`src/rtl/uart_pkg.sv`:
```
// Shared definitions for the UART frame receiver path feeding the Hamming(7,4) decoder.
package uart_pkg;

  // Data bits per frame: one Hamming(7,4) codeword.
  localparam int FRAME_BITS = 7;

  // Receiver FSM state encodings (visible on the debug port).
  typedef enum logic [2:0] {
    IDLE      = 3'd0,
    START     = 3'd1,
    DATA      = 3'd2,
    STOP      = 3'd3,
    WAIT_IDLE = 3'd4
  } rx_state_e;

  // Width of a counter that must reach clks_per_bit-1.
  function automatic int baud_cnt_width(input int clks_per_bit);
    return (clks_per_bit < 2) ? 1 : $clog2(clks_per_bit);
  endfunction

endpackage

```
`src/rtl/uart_rx_frame7_if.sv`:
```
// Line-side inputs and parallel word outputs of the 7-bit frame receiver.
interface uart_rx_frame7_if;
  import uart_pkg::*;

  logic                  ena;
  logic                  rx;
  logic [FRAME_BITS-1:0] rx_data;
  logic                  rx_valid;
  logic                  frame_error;
  logic                  busy;

  // Whoever drives the serial line and consumes the received words.
  modport master (
    output ena, rx,
    input  rx_data, rx_valid, frame_error, busy
  );

  // The receiver itself.
  modport slave (
    input  ena, rx,
    output rx_data, rx_valid, frame_error, busy
  );

endinterface

```
`src/rtl/sync_2ff.sv`:
```
// Generic two-flop synchroniser for asynchronous inputs; reset value is selectable
// so an idle-high serial line can come out of reset already idle.
module sync_2ff #(
  parameter int               WIDTH     = 1,
  parameter logic [WIDTH-1:0] RESET_VAL = '0
) (
  input  logic             clk,
  input  logic             rst,
  input  logic [WIDTH-1:0] d_i,
  output logic [WIDTH-1:0] q_o
);

  logic [WIDTH-1:0] meta_q;
  logic [WIDTH-1:0] sync_q;

  // Two back-to-back flops; only the second stage is used downstream.
  always_ff @(posedge clk) begin
    if (rst) begin
      meta_q <= RESET_VAL;
      sync_q <= RESET_VAL;
    end else begin
      meta_q <= d_i;
      sync_q <= meta_q;
    end
  end

  assign q_o = sync_q;

endmodule

```
`src/rtl/uart_rx_frame7.sv`:
```
// UART receiver for 7-bit codeword frames (start, 7 data LSB-first, stop, no parity).
// Good frames produce a one-cycle rx_valid with the word on rx_data; a low stop bit
// produces a one-cycle frame_error and the line must return high before re-arming.
// CLKS_PER_BIT must be even and within 4..4095.
module uart_rx_frame7
  import uart_pkg::*;
#(
  parameter int CLKS_PER_BIT = 16
) (
  input  logic                   clk,
  input  logic                   rst,
  uart_rx_frame7_if.slave        rx_bus,
  output logic [2:0]             debug_state_out,
  output logic [2:0]             debug_bit_idx_out
);

  localparam int CNT_W = baud_cnt_width(CLKS_PER_BIT);
  localparam int HALF  = CLKS_PER_BIT / 2;

  // Start bit is checked at its centre; data and stop bits one full bit later each.
  localparam logic [CNT_W-1:0] HALF_LAST = CNT_W'(HALF - 1);
  localparam logic [CNT_W-1:0] BIT_LAST  = CNT_W'(CLKS_PER_BIT - 1);
  localparam logic [CNT_W-1:0] CNT_ONE   = CNT_W'(1);
  localparam logic [2:0]       LAST_IDX  = 3'(FRAME_BITS - 1);

  logic                  rx_s;
  rx_state_e             state_q;
  logic [CNT_W-1:0]      baud_cnt_q;
  logic [2:0]            bit_idx_q;
  logic [FRAME_BITS-1:0] shift_q;
  logic [FRAME_BITS-1:0] rx_data_q;
  logic                  rx_valid_q;
  logic                  frame_error_q;

  sync_2ff #(
    .WIDTH     (1),
    .RESET_VAL (1'b1)
  ) u_rx_sync (
    .clk (clk),
    .rst (rst),
    .d_i (rx_bus.rx),
    .q_o (rx_s)
  );

  // Frame FSM: counts baud ticks, samples bit centres and registers the strobes.
  always_ff @(posedge clk) begin
    if (rst) begin
      state_q       <= IDLE;
      baud_cnt_q    <= '0;
      bit_idx_q     <= '0;
      shift_q       <= '0;
      rx_data_q     <= '0;
      rx_valid_q    <= 1'b0;
      frame_error_q <= 1'b0;
    end else begin
      rx_valid_q    <= 1'b0;
      frame_error_q <= 1'b0;
      case (state_q)
        IDLE: begin
          baud_cnt_q <= '0;
          if (rx_bus.ena && !rx_s) begin
            state_q <= START;
          end
        end

        START: begin
          if (!rx_bus.ena) begin
            state_q    <= WAIT_IDLE;
            baud_cnt_q <= '0;
          end else if (baud_cnt_q == HALF_LAST) begin
            baud_cnt_q <= '0;
            if (!rx_s) begin
              state_q   <= DATA;
              bit_idx_q <= '0;
            end else begin
              // Line went back high before the start-bit centre: a glitch.
              state_q <= IDLE;
            end
          end else begin
            baud_cnt_q <= baud_cnt_q + CNT_ONE;
          end
        end

        DATA: begin
          if (!rx_bus.ena) begin
            state_q    <= WAIT_IDLE;
            baud_cnt_q <= '0;
          end else if (baud_cnt_q == BIT_LAST) begin
            baud_cnt_q         <= '0;
            shift_q[bit_idx_q] <= rx_s;
            if (bit_idx_q == LAST_IDX) begin
              state_q <= STOP;
            end else begin
              bit_idx_q <= bit_idx_q + 3'd1;
            end
          end else begin
            baud_cnt_q <= baud_cnt_q + CNT_ONE;
          end
        end

        STOP: begin
          if (!rx_bus.ena) begin
            state_q    <= WAIT_IDLE;
            baud_cnt_q <= '0;
          end else if (baud_cnt_q == BIT_LAST) begin
            // Leaving at the stop-bit centre lets a back-to-back start bit be caught.
            baud_cnt_q <= '0;
            if (rx_s) begin
              rx_data_q  <= shift_q;
              rx_valid_q <= 1'b1;
              state_q    <= IDLE;
            end else begin
              frame_error_q <= 1'b1;
              state_q       <= WAIT_IDLE;
            end
          end else begin
            baud_cnt_q <= baud_cnt_q + CNT_ONE;
          end
        end

        WAIT_IDLE: begin
          // A held-low (break) line must go idle before another frame can start.
          baud_cnt_q <= '0;
          if (rx_s) begin
            state_q <= IDLE;
          end
        end

        default: begin
          state_q    <= IDLE;
          baud_cnt_q <= '0;
        end
      endcase
    end
  end

  assign rx_bus.rx_data     = rx_data_q;
  assign rx_bus.rx_valid    = rx_valid_q;
  assign rx_bus.frame_error = frame_error_q;
  assign rx_bus.busy        = (state_q != IDLE);
  assign debug_state_out    = state_q;
  assign debug_bit_idx_out  = bit_idx_q;

endmodule

```
`src/flat_wrapper.sv`:
```
// flat-port wrapper written by rule: the top's interface ports become plain ports
module uart_rx_frame7_flat import uart_pkg::*;
#(
  parameter int CLKS_PER_BIT = 16
)
  (clk, rst, debug_state_out, debug_bit_idx_out, rx_bus_ena, rx_bus_rx, rx_bus_rx_data, rx_bus_rx_valid, rx_bus_frame_error, rx_bus_busy);
  uart_rx_frame7_if rx_bus_i ();
  input  logic clk;
  input  logic rst;
  output logic [2:0] debug_state_out;
  output logic [2:0] debug_bit_idx_out;
  input wire logic [$bits(rx_bus_i.ena)-1:0] rx_bus_ena;
  input wire logic [$bits(rx_bus_i.rx)-1:0] rx_bus_rx;
  output wire logic [$bits(rx_bus_i.rx_data)-1:0] rx_bus_rx_data;
  output wire logic [$bits(rx_bus_i.rx_valid)-1:0] rx_bus_rx_valid;
  output wire logic [$bits(rx_bus_i.frame_error)-1:0] rx_bus_frame_error;
  output wire logic [$bits(rx_bus_i.busy)-1:0] rx_bus_busy;
  assign rx_bus_i.ena = rx_bus_ena;
  assign rx_bus_i.rx = rx_bus_rx;
  assign rx_bus_rx_data = rx_bus_i.rx_data;
  assign rx_bus_rx_valid = rx_bus_i.rx_valid;
  assign rx_bus_frame_error = rx_bus_i.frame_error;
  assign rx_bus_busy = rx_bus_i.busy;
  uart_rx_frame7 #(.CLKS_PER_BIT(CLKS_PER_BIT)) u_core (.clk(clk), .rst(rst), .rx_bus(rx_bus_i), .debug_state_out(debug_state_out), .debug_bit_idx_out(debug_bit_idx_out));
endmodule
```
`config.mk`:
```
export PLATFORM = sky130hd
export DESIGN_NAME = uart_rx_frame7_flat
export DESIGN_NICKNAME = d
export VERILOG_FILES = /design/src/rtl/uart_pkg.sv /design/src/rtl/uart_rx_frame7_if.sv /design/src/rtl/sync_2ff.sv /design/src/rtl/uart_rx_frame7.sv /design/src/flat_wrapper.sv
export SDC_FILE = /design/constraint.sdc
export NUM_CORES = 1
export LEC_CHECK = 0
export BUFFER_PORTS_ARGS = -buffer_cell sky130_fd_sc_hd__buf_2
export CORE_MARGIN = 5
export CORE_UTILIZATION = 45
export CTS_BUF_LIST = sky130_fd_sc_hd__clkbuf_16
export CTS_CLUSTER_DIAMETER = 60
export DETAILED_ROUTE_END_ITERATION = 6
export PLACE_DENSITY = 0.66
export RECOVER_POWER = 100
export SLEW_MARGIN = 20
export SYNTH_ARGS = -nofsm -noshare
export SYNTH_HDL_FRONTEND = slang
export SYNTH_SLANG_ARGS = --single-unit
```
`constraint.sdc`:
```
create_clock -name clk -period 1.95 [get_ports clk]
set_clock_uncertainty 0.15 [all_clocks]
set_input_delay 0 -clock clk [delete_from_list [all_inputs] [get_ports clk]]
set_output_delay 0 -clock clk [all_outputs]
set_load 0.05 [all_outputs]
```
==> results of run 1 <==
layer usage:
layer	global-route usage [%]	vias to the layer above	share of wire [%]	wire, um
li1	-	552	-	-
met1	18.1	495	46	1190
met2	21.7	26	49	1260
met3	2.49	4	4.7	122
met4	3.90	0	1.0	27
met5	0	-	0	0
area by class of cell:
class,count,share of cell area (%)
multi-input cells,104,45.3
repair buffers,24,7.35
flip-flops and latches,28,37.2
clock inverters,1,1.98
inverters,3,0.743
clock buffers,3,4.95
well taps,31,2.56
where the power goes:
part           leakage (nW)  switching [W]  internal, W  total, W
Combinational         0.311       0.000257     0.000120  0.000377
Clock                0.0511       0.000200     0.000409  0.000609
Sequential            0.227      0.0000454     0.000602  0.000648
placed cells by master, fill, tap and decap left out, types with 2 or more instances in the layout:
master          n
a31oi_1         2
xor2_1          2
nand2_1         5
clkbuf_1       17
nor2_1         12
inv_1           3
nand2b_1        7
dfxtp_2         2
mux2i_1         8
nand3b_1        8
clkbuf_16       3
or3_1           2
or2_2           3
dlygate4sd3_1   2
ha_1            3
and3_1          3
o21ai_0         9
a21oi_1         2
dfxtp_1        26
nand3_1        14
buf_2           3
nor2b_1         2
state kept, by name (all words and copies together) (netlist names):
signal / cells
u_core.u_rx_sync.q_o: 1
u_core.baud_cnt_q: 4
u_core.rx_bus.frame_error: 1
u_core.u_rx_sync.meta_q: 1
u_core.debug_state_out: 3
u_core.shift_q: 7
u_core.rx_bus.rx_valid: 1
u_core.debug_bit_idx_out: 3
u_core.rx_bus.rx_data: 7
stage by stage:
stage                     std cells  hold slack, ns  area (um2)  total power [W]
after detailed placement        188          0.0358        1410          0.00104
final                           194          0.0396        1520          0.00163
after floorplan                 141         -0.0462        1280         0.000964
after global routing            194          0.0703        1520          0.00171
after CTS                       194          0.0419        1540          0.00165
after global placement          188          0.0329        1410          0.00103
repair_timing:
item / CTS / global route
endpoints found under the hold margin: 3 / 0
resized for setup: 0 / 1
setup endpoints to repair: 0 / 2
hold buffers: 2 / 0
worst max path at each step:
stage,cells past startpoint,slack [ns],from,end
6_report,5,0.09,u_core.baud_cnt_q[0]$_SDFF_PP0_,u_core.debug_bit_idx_out[1]$_SDFFE_PP0P_
5_1_grt,5,0.02,u_core.baud_cnt_q[0]$_SDFF_PP0_,u_core.debug_bit_idx_out[1]$_SDFFE_PP0P_
4_1_cts,5,0.10,u_core.baud_cnt_q[0]$_SDFF_PP0_,u_core.debug_bit_idx_out[1]$_SDFFE_PP0P_
3_5_place_dp,5,0.12,u_core.baud_cnt_q[0]$_SDFF_PP0_,u_core.debug_bit_idx_out[1]$_SDFFE_PP0P_
3_3_place_gp,5,0.19,u_core.baud_cnt_q[0]$_SDFF_PP0_,u_core.debug_bit_idx_out[1]$_SDFFE_PP0P_
2_1_floorplan,5,0.03,u_core.debug_state_out[2]$_SDFFE_PP0P_,u_core.rx_bus.rx_data[0]$_SDFFE_PP0P_
kinds of logic after synthesis:
group | after synthesis
adders and majority gates | 3
buffers and inverters | 9
xor gates and xnor gates | 3
AOI/OAI and AO/OA | 22
and+or+nand+nor | 68
DFF | 28
muxes | 8
critical path: cells and delay by family, from the launching register on:
family	cells	cell delay, ns
adder cells (fa/ha/maj)	1	0.26
AND/OR/NAND/NOR	2	0.61
AO/OA/AOI/OAI	2	0.42
flip-flops	1	0.36
==> impl_metrics.tcl, run 1 <==
set metrics [dict create \
    io_pins 20 \
    reg2reg_depth 5 \
    synth_xor_area_share_pct 2.05 \
    grt_max_degree 27 \
    rr_startpoint "u_core.baud_cnt_q[0]$_SDFF_PP0_" \
    syn_avg_cell_area_um2 9.08 \
    rows 19 \
    antenna_left 0 \
    setup_viol 0 \
    powerDensity_nw_per_um2 1080 \
    viasPerCell 5.55 \
    slowest_delay_ns 0.51 \
    cap_viol_max_count 0 \
    rsz0062_at_grt "false" \
    whs_endpoint "u_core.debug_state_out[1]$_SDFFE_PP0P_" \
    cts_buffers 3 \
    yosysTopAreaCell "dfxtp_1" \
    synth_ff_type "dfxtp_1" \
    synth_common_cells "dfxtp_1 (28), nand3_1 (14), nor2_1 (13), o21ai_0 (9)" \
    async_flop_share_pct 0 \
    setup_ws_ns 0.0940 \
    hp-start "rx_bus_ena" \
    htreeDepth 1 \
    synth_top_area_share_pct 43.8 \
    hold_viol_final 0 \
    die-area_um2 4010 \
    die_w_um 63.3 \
    synth_top_family_by_area "simple AND/OR/NAND/NOR gates" \
    multi_input_area_um2 686 \
    totalWireLength_um 2610 \
    post_cts_buffers 0 \
    area.sequential_um2 563 \
    critPathMaxFanout 5 \
    grt_pass1_wl_um 4490 \
    drc_errors 0 \
    antenna_found_initial 0 \
    synth-compound-area-share_pct 11.1 \
    drtIter0Drc 75 \
    clockBufferDepth 2 \
    start_util_pct 46.8 \
    yosys.area_share.simple_pct 31.0 \
    synth.most_common_cell "dfxtp_1" \
    cts_tree "built" \
    slew_headroom_pct 59.5 \
    wl_per_cell_um 13.4 \
    synth_warnings 0 \
    outcome "completed" \
    finalNetCount 171 \
    leakage_nw 0.589 \
    gp_congestion 0.929 \
    reg2reg_setup_slack_ns 0.09 \
    min_period_ns 1.86 \
    hp-class "primary input to flop" \
    antenna_cells 0 \
    min_period_over_period_pct 95.2 \
    grt_overflow 0 \
    fp.dieH_um 63.3 \
    core_area_um2 2730 \
    utilization_pct 55.4 \
    synthAdderAreaFrac_pct 2.93 \
    maxSlewViolCount 0 \
    ys_seq_area_share_pct 43.8 \
    first_global_vias 957 \
    crit_slowest_cell "or4_4" \
    synthToLayoutAreaGrowth_pct 18.4 \
    required_ns 2.00 \
    ys_ff_latch 28 \
    cp-start-kind "flop" \
    synth_area_leaders "dfxtp_1 (44%), mux2i_1 (6.3%), nand3_1 (5.5%)" \
    vias 1077 \
    ctsRootBufferMaster "clkbuf_16" \
    synth-edff-count 0 \
    synthDistinctLibCells 40 \
    dp_hpwl_um 1850 \
    min_path_cells 4 \
    cp-end-kind "flop" \
    firstDrtPassIters 4 \
    path_class "flop to flop" \
    track_usage_pct 13.4 \
    path_cells "ha_1 > nand2_1 > or4_4 > a211o_1 > a21oi_2" \
    nFillCells 267 \
    worst_ep_arrival_time_ns 1.91 \
    syn_area_um2 1280 \
    layout-drive-gt1-share_pct 12.9 \
    syn-num-nets 148 \
    pre_cts_slack_ns 0.120 \
    io_buffers 19 \
    ir_drop_mv 0.694 \
    reg2reg_to "u_core.debug_bit_idx_out[1]$_SDFFE_PP0P_" \
    clk_latency_ns 0.26 \
    muxShareOfSynthArea_pct 6.26 \
    setup_tns_ns 0 \
    clock_sinks 28 \
    clk_pin_slew_ns 0.07 \
    synth_cells 141 \
    tightest_slew_ns 0.611 \
    fmax_mhz 539 \
]
Power figures use the tool's default switching activity.
==> run 2, diff against run 1 <==
--- a/config.mk
+++ b/config.mk
@@ -5,13 +5,14 @@
 export SDC_FILE = /design/constraint.sdc
 export NUM_CORES = 1
 export LEC_CHECK = 0
+export ABC_AREA = 1
 export BUFFER_PORTS_ARGS = -buffer_cell sky130_fd_sc_hd__buf_2
 export CORE_MARGIN = 5
 export CORE_UTILIZATION = 45
 export CTS_BUF_LIST = sky130_fd_sc_hd__clkbuf_16
 export CTS_CLUSTER_DIAMETER = 60
 export DETAILED_ROUTE_END_ITERATION = 6
-export PLACE_DENSITY = 0.66
+export PLACE_DENSITY = 0.65
 export RECOVER_POWER = 100
 export SLEW_MARGIN = 20
 export SYNTH_ARGS = -nofsm -noshare
==> impl_metrics.tcl, run 2 <==
set metrics [dict create \
    grt_use_met2_pct 24.7 \
    track_usage_pct 15.5 \
    cp-start-kind "flop" \
    post_cts_buffers 0 \
    finalNetCount 234 \
    worst_ep_arrival_time_ns 1.75 \
    setup_ws_ns 0.214 \
    drc_errors 0 \
    grt_pass1_wl_um 5340 \
    tightest_slew_ns 0.632 \
    required_ns 1.97 \
    dp_hpwl_um 2170 \
    clockBufferDepth 2 \
    setup_tns_ns 0 \
    syn-num-nets 212 \
    first_global_vias 1192 \
    finalNonFillerCells 270 \
    rows 20 \
    cp_top_family "simple AND/OR/NAND/NOR gates" \
    grt_overflow 0 \
    synthDistinctLibCells 23 \
    wl_per_cell_um 11.5 \
    fmax_mhz 576 \
    p_sw_share_pct 41.4 \
    hp-class "flop to flop" \
    ys_seq_area_share_pct 39.9 \
    core_area_um2 3030 \
    totalWireLength_um 3100 \
    htreeDepth 1 \
    path_cells "ha_1 > nand3_1 > nor2_1 > o21ai_0 > nor2_1 > nand2_1 > nand2_1 > inv_1" \
    start_util_pct 46.4 \
    synth_cells 205 \
    critPathMaxFanout 5 \
    maxSlewViolCount 0 \
    min_period_over_period_pct 89.0 \
    syn_area_um2 1400 \
    viasPerCell 5.00 \
    syn_avg_cell_area_um2 6.85 \
    async_flop_share_pct 0 \
    clock_sinks 28 \
    grt_util_met1_pct 21.8 \
    pre_cts_slack_ns 0.187 \
    io_buffers 19 \
    synth-edff-count 0 \
    antenna_found_initial 0 \
    cap_viol_max_count 0 \
    min_period_ns 1.74 \
    die-area_um2 4340 \
    yosys.area_share.simple_pct 38.5 \
    io_pins 20 \
    firstDrtPassIters 4 \
    muxShareOfSynthArea_pct 0 \
    layout_commonest_cell "nand2_1" \
    rsz0062_at_grt "false" \
    synth_common_cells "nand2_1 (44), nor2_1 (35), dfxtp_1 (28), inv_1 (22), a21oi_1 (18)" \
    path_class "flop to flop" \
    final_cell_mix "nand2_1 (44), nor2_1 (35), dfxtp_1 (28)" \
    p_comb_share_pct 38.2 \
    synthAdderAreaFrac_pct 2.67 \
    fp.dieH_um 65.9 \
    outcome "completed" \
    switching_power_w 0.000873 \
    cts_tree "built" \
    hold_viol_final 0 \
    busiest_layer "met2" \
    ctsRootBufferMaster "clkbuf_16" \
    synth-compound-area-share_pct 9.27 \
    cts_buffers 3 \
    powerDensity_nw_per_um2 1280 \
    clk_pin_slew_ns 0.07 \
    clk_latency_ns 0.26 \
    grt_max_degree 17 \
    layout-drive-gt1-share_pct 9.29 \
    synth_xor_area_share_pct 0 \
    internal_power_w 0.00123 \
    die_w_um 65.9 \
    pwr-share-seq_pct 32.9 \
    gp_congestion 0.840 \
    ir_drop_mv 0.735 \
    synth_area_leaders "dfxtp_1 (40%), nand2_1 (12%), nor2_1 (9.4%)" \
    clkPwrFrac_pct 28.9 \
    cp-end-kind "flop" \
    crit_slowest_cell "dfxtp_1" \
    synthToLayoutAreaGrowth_pct 17.6 \
    ys_ff_latch 28 \
    leakage_nw 0.667 \
    vias 1349 \
    grtUsageMet3_pct 2.04 \
    setup_viol 0 \
    dp.cells 263 \
    slew_headroom_pct 57.9 \
    yosysTopAreaCell "dfxtp_1" \
    path_buf_inv 1 \
    synth_ff_type "dfxtp_1" \
    synth_warnings 0 \
    synth_top_family_by_area "simple AND/OR/NAND/NOR gates" \
    antenna_left 0 \
    synth.most_common_cell "nand2_1" \
    drtIter0Drc 52 \
    antenna_cells 0 \
    slowest_delay_ns 0.36 \
    synth_top_area_share_pct 39.9 \
]
[run 2: cell types whose count changed after synthesis, moves of 8 or more]
cell,before,now
nor2_1,13,35
a21oi_1,2,18
mux2i_1,8,0
nand3b_1,8,0
nand2_1,5,44
inv_1,3,22
[run 2: final cells by class]
class                           count  area [um2]
Inverter                           25        93.8
Sequential cell                    28         561
Fill cell                         310        1380
Tap cell                           44        55.1
Multi-Input combinational cell    145         717
Clock buffer                        3        75.1
Timing Repair Buffer               24         119
Clock inverter                      1        30.0
[run 2: power groups by stage]
stage / clock network (W) / logic (W) / registers (W)
2_1_floorplan: 0 / 0.000522 / 0.000826
3_3_place_gp: 0 / 0.000808 / 0.000703
3_5_place_dp: 0 / 0.000813 / 0.000705
4_1_cts: 0.000622 / 0.000821 / 0.000691
5_1_grt: 0.000646 / 0.000899 / 0.000701
6_report: 0.000609 / 0.000804 / 0.000693
[run 2: stage by stage]
step | hold slack [ns] | instance area (um2) | util [%] | power [W]
after floorplan | -0.0462 | 1400 | - | 0.00135
after global placement | 0.0427 | 1530 | 50.5 | 0.00151
after detailed placement | 0.0410 | 1530 | 50.5 | 0.00152
after CTS | 0.266 | 1660 | 54.9 | 0.00213
after global routing | 0.310 | 1650 | 54.5 | 0.00225
final | 0.264 | 1650 | 54.5 | 0.00211
[run 2: cell families (layout without fill, tap and decap cells)]
kind of cell / after synthesis / in the layout
buffers and inverters: 32 / 53
flip-flops: 28 / 28
AO/OA/AOI/OAI: 26 / 26
AND/OR/NAND/NOR: 116 / 116
adder cells (fa/ha/maj): 3 / 3
[run 2: final timing paths]
path	from	depth (start not counted)	slack (ns)	endpoint
setup / recovery	u_core.baud_cnt_q[0]$_SDFF_PP0_	8	0.21	u_core.debug_state_out[0]$_SDFFE_PP0P_
hold / removal	u_core.u_rx_sync.meta_q$_SDFF_PP1_	1	0.26	u_core.u_rx_sync.q_o$_SDFF_PP1_
setup reg to reg	u_core.baud_cnt_q[0]$_SDFF_PP0_	8	0.21	u_core.debug_state_out[0]$_SDFFE_PP0P_
hold reg to reg	u_core.u_rx_sync.meta_q$_SDFF_PP1_	1	0.26	u_core.u_rx_sync.q_o$_SDFF_PP1_
[run 2: repair_timing]
item,CTS,global route
hold buffers,3,0
endpoints found under the setup margin,0,3
hold endpoints to repair,10,0
resized for setup,0,1
[run 2: metal layers]
layer | vias to the layer above | part of all wire (%)
met5 | - | 0
met4 | 0 | 0.94
met1 | 612 | 48
met3 | 4 | 4.0
li1 | 703 | -
met2 | 30 | 47
